===== config.mk =====
export PLATFORM = sky130hd
export DESIGN_NAME = input_unit
export DESIGN_NICKNAME = d
export VERILOG_FILES = /design/src/rtl/input_unit.sv
export SDC_FILE = /design/constraint.sdc
export NUM_CORES = 1
export LEC_CHECK = 0
export ABC_AREA = 0
export CELL_PAD_IN_SITES_DETAIL_PLACEMENT = 0
export CELL_PAD_IN_SITES_GLOBAL_PLACEMENT = 1
export CORE_MARGIN = 5
export CORE_UTILIZATION = 42
export DETAILED_ROUTE_END_ITERATION = 8
export GPL_ROUTABILITY_DRIVEN = 0
export PLACE_DENSITY = 0.83
export SLEW_MARGIN = 10
export SYNTH_ARGS = -nofsm -noshare
export SYNTH_HDL_FRONTEND = slang
export SYNTH_SLANG_ARGS = --single-unit
export TNS_END_PERCENT = 20

===== constraint.sdc =====
create_clock -name clk -period 2.4 [get_ports clk]
set_clock_uncertainty 0.1 [all_clocks]
set_input_delay 0.48 -clock clk [delete_from_list [all_inputs] [get_ports clk]]
set_output_delay 0.48 -clock clk [all_outputs]
set_load 0.03 [all_outputs]

===== src/rtl/input_unit.sv =====
// input_unit: mesh router input port (FIFO of DEPTH flits + XY route FSM); ports clk, reset, ce, i_data/i_valid in, o_en out, o_output_req to allocator, i_input_grant in, o_data to crossbar, sticky o_error, plus o_flit_count when INPUT_UNIT_STATS_EN is defined
module input_unit #(
  parameter int W = 32,
  parameter int DEPTH = 4,
  parameter int X_LOC = 0,
  parameter int Y_LOC = 0
) (
  input  logic         clk,
  input  logic         reset,
  input  logic         ce,
  input  logic [W-1:0] i_data,
  input  logic         i_valid,
  output logic         o_en,
  output logic [4:0]   o_output_req,
  input  logic         i_input_grant,
  output logic [W-1:0] o_data,
  output logic         o_error
`ifdef INPUT_UNIT_STATS_EN
  ,
  output logic [15:0]  o_flit_count
`endif
);
  localparam int AW = $clog2(DEPTH);
  localparam logic [3:0] XL = X_LOC[3:0];
  localparam logic [3:0] YL = Y_LOC[3:0];
  typedef enum logic {IDLE, ACTIVE} state_t;
  logic [W-1:0] mem [DEPTH];
  logic [AW-1:0] rd_ptr, wr_ptr;
  logic [AW:0] count;
  state_t state;
  logic [4:0] route, next_route;
  logic empty, push, drop, bad, pop;
  always_comb begin
    empty = count == '0;
    o_en = count < (AW+1)'(DEPTH);
    o_data = mem[rd_ptr];
    o_output_req = (state == ACTIVE && !empty) ? route : 5'b0;
    push = ce & i_valid & o_en;
    drop = ce & i_valid & ~o_en;
    bad = ce & (state == IDLE) & ~empty & ~o_data[W-1];
    pop = bad | (ce & i_input_grant & (|o_output_req));
    next_route = o_data[3:0] > XL ? 5'b00100 :
                 o_data[3:0] < XL ? 5'b10000 :
                 o_data[7:4] > YL ? 5'b00010 :
                 o_data[7:4] < YL ? 5'b01000 : 5'b00001;
  end
  always_ff @(posedge clk)
    if (push) mem[wr_ptr] <= i_data;
  always_ff @(posedge clk) begin
    if (reset) begin
      rd_ptr <= '0;
      wr_ptr <= '0;
      count <= '0;
      state <= IDLE;
      route <= '0;
      o_error <= 1'b0;
    end else if (ce) begin
      if (push) wr_ptr <= wr_ptr + 1'b1;
      if (pop) rd_ptr <= rd_ptr + 1'b1;
      count <= count + (AW+1)'(push) - (AW+1)'(pop);
      if (drop | bad) o_error <= 1'b1;
      if (state == IDLE && !empty && o_data[W-1]) begin
        route <= next_route;
        state <= ACTIVE;
      end else if (state == ACTIVE && pop && o_data[W-2]) state <= IDLE;
    end
  end
`ifdef INPUT_UNIT_STATS_EN
  logic [15:0] flit_count;
  always_ff @(posedge clk)
    if (reset) flit_count <= '0;
    else if (pop && flit_count != 16'hFFFF) flit_count <= flit_count + 16'd1;
  assign o_flit_count = flit_count;
`endif
endmodule


==> results.yml <==
sta:
  rsz0062_at_grt: "true"
  timing.final.crit_period_ns: 2.49
  slew_viol_final: 0
  finalHoldViolCount: 0
  fmaxAchievable_mhz: 402
  setup_viol: 22
  period_share_pct: 104
  layout_setup_ws_ns: -0.0889
  timing.hold.ws_ns: 0.384
clock_network:
  cts_sinks: 142
  tritoncts: "done"
  cts_root_buf: "clkbuf_16"
  h-tree-depth: 4
  clock_path_buffers: 2
  clk_transition_reported_paths_ns: 0.05
  cts-buffers-inserted: 17
  clock_latency_ns: 0.41
  holdBufCountCts: 0
detailed_routing:
  drc: 0
  ant_nets: 0
  wl_per_cell_um: 18.2
  drt_iter0_drc: 150
  routed_wirelength_mm: 10.0
  drtPass1Iterations: 4
  vias_per_cell: 4.97
  vias: 2738
layout:
  layout-drive-gt1-share_pct: 38.3
  layout_commonest_cell: "edfxtp_1"
  syn2layout_area_growth_pct: 36.2
  num-nets-final: 410
  fin_area_sq_mm: 0.00732
  final_cell_mix: "edfxtp_1 (128), clkdlybuf4s50_1 (38), mux4_2 (32), buf_4 (27), clkdlybuf4s15_2 (20)"
  antenna_cells: 0
  fin_cells: 551
  num-fill-cells: 945
floorplan:
  core-area_sq_mm: 0.0126
  fp.dieH_um: 123
  ios: 76
  die_x_um: 123
  die_area_sq_mm: 0.0152
  rows: 41
  initial_utilization_pct: 42.8
critical_path:
  critPathMaxStageDelay_ns: 0.56
  cp.required_ns: 2.60
  cp-start-kind: "flip-flop"
  cpMaxStageDelayCell: "mux4_2"
  path_buf_inv: 1
  critPathTopFamily: "adder cells"
  arrival_ns: 2.69
  crit_type: "reg2reg"
  cp_max_fo: 3
  cp-end-kind: "flip-flop"
  path_cells: "mux4_2 > o32ai_4 > ha_1 > inv_1 > ha_2 > fa_2 > mux2i_1 > nor2_1"
placement:
  dpl.cell_count: 514
  io_buffer_count: 73
  dp_hpwl_mm: 6.47
  place_area_sq_mm: 0.00661
power:
  ir_drop_uv: 643
  pwr_density_cell_mw_per_mm2: 844
  power.leakage_nw: 2.49
  p_total_mw: 6.18
synthesis:
  netlist_area_sq_mm: 0.00538
  yosys_warnings: 0
  synth_seq_area_share_pct: 76.7
  synthCells: 250
  yosysUniqueCellTypes: 33
  synth_area_per_cell_sq_um: 21.5
  ys_ff_latch: 142
global_routing:
  grt_overflow: 0
  grt_use_total_pct: 14.5
  grt_antenna_before_repair: 0
  grt_pass1_wl_mm: 15.8
  grt_pass1_vias: 2932
  grt_max_degree: 19
run_status:
  violations: "negative setup slack"
  status: "finished with violations"
hold_path:
  worst_hold_path_type: "reg2reg"
job:
  drv_cap: 0
[metrics by stage]
stage          setup TNS, ns  util, %  worst slack (ns)
2_1_floorplan          -5.71        -            -0.276
5_1_grt                -3.02     58.3            -0.203
4_1_cts                -1.20     57.9            -0.143
6_report              -0.881     58.3           -0.0889
3_5_place_dp          -0.917     52.6            -0.406
3_3_place_gp          -0.634     52.6            -0.309
[kinds of logic (layout without fill, tap and decap cells)]
kind of cell / after synthesis / in the layout / share of synthesized area, %
simple gates: 30 / 30 / 3.05
other cells: 1 / 2 / 0.0697
mux: 35 / 35 / 14.0
flops: 142 / 142 / 76.7
fa+ha+maj: 7 / 7 / 1.77
compound gates: 10 / 10 / 1.88
xor+xnor: 4 / 4 / 0.651
buf+inv: 21 / 149 / 1.93
[state kept, by name, summed over array words and instances, names as in the netlist, named ones only]
signal,cells
o_error,1
state,1
count,3
route,3
wr_ptr,2
mem,128
rd_ptr,2
[Yosys cell counts]
cell,n,area [sq um]
o32ai_1,2,17.5
inv_1,7,26.3
a311oi_1,1,8.76
nor2_1,11,41.3
o32ai_4,1,27.5
a21oi_1,1,5.00
dfxtp_1,14,280
buf_6,2,22.5
nor4_2,2,25.0
nand2_1,5,18.8
and2_1,6,37.5
a211oi_1,1,7.51
buf_2,2,10.0
o311ai_1,1,8.76
ha_1,6,75.1
o211a_1,1,10.0
nand2b_1,1,6.26
nor3b_2,1,12.5
a31o_1,1,8.76
conb_1,1,3.75
mux4_2,32,721
buf_1,1,3.75
mux2i_1,3,30.0
o31ai_1,1,7.51
nor2b_1,1,6.26
nor3_1,2,10.0
edfxtp_1,128,3840
buf_4,2,15.0
clkbuf_1,5,18.8
xnor2_1,4,35.0
and3_1,1,6.26
fa_1,1,20.0
inv_2,2,7.51
[cell type report]
type / instances / area, sq um / area share [%]
inverters: 9 / 33.8 / 0.461
flip-flops and latches: 142 / 4130 / 56.4
multi-input cells: 88 / 1180 / 16.1
well taps: 172 / 215 / 2.94
clock inverters: 11 / 164 / 2.24
clock buffers: 21 / 460 / 6.29
repair buffers: 108 / 1150 / 15.6
[power by group]
group	total (mW)	internal [mW]	switching [mW]
Sequential	2.80	2.77	0.0278
Combinational	0.652	0.322	0.330
Clock	2.73	1.79	0.942
[path summary, 6_finish.rpt]
check / to / cells after the start / slack (ns) / start
hold reg to reg: o_error$_SDFFE_PP0P_ / 2 / 0.38 / o_error$_SDFFE_PP0P_
setup / recovery: count[1]$_SDFFE_PP0P_ / 8 / -0.09 / flip-flop
hold / removal: o_error$_SDFFE_PP0P_ / 2 / 0.38 / o_error$_SDFFE_PP0P_
setup reg to reg: count[1]$_SDFFE_PP0P_ / 8 / -0.09 / flip-flop
[what timing repair did]
| action | CTS | global route |
|---|---|---|
| resized for setup | 100 | 15 |
| cloned | 0 | 0 |
| setup buffers | 0 | 5 |
| pin swaps | 0 | 2 |
| setup endpoints to repair | 37 | 34 |
[routing by layer]
layer  GRT usage, %  vias to the layer above  share of wire [%]
li1               -                     1244                  -
met2           24.4                       69                 53
met4           4.57                        0               0.83
met5              0                        -                  0
met1           17.1                     1415                 40
met3           5.90                       10                6.5
[worst min-delay path, cell delays in order, from the launching register on]
cell	delay, ns
dfxtp_1	0.33
a311oi_1	0.05
nor2_1	0.07
No activity file was read; power rests on OpenSTA's default activity.
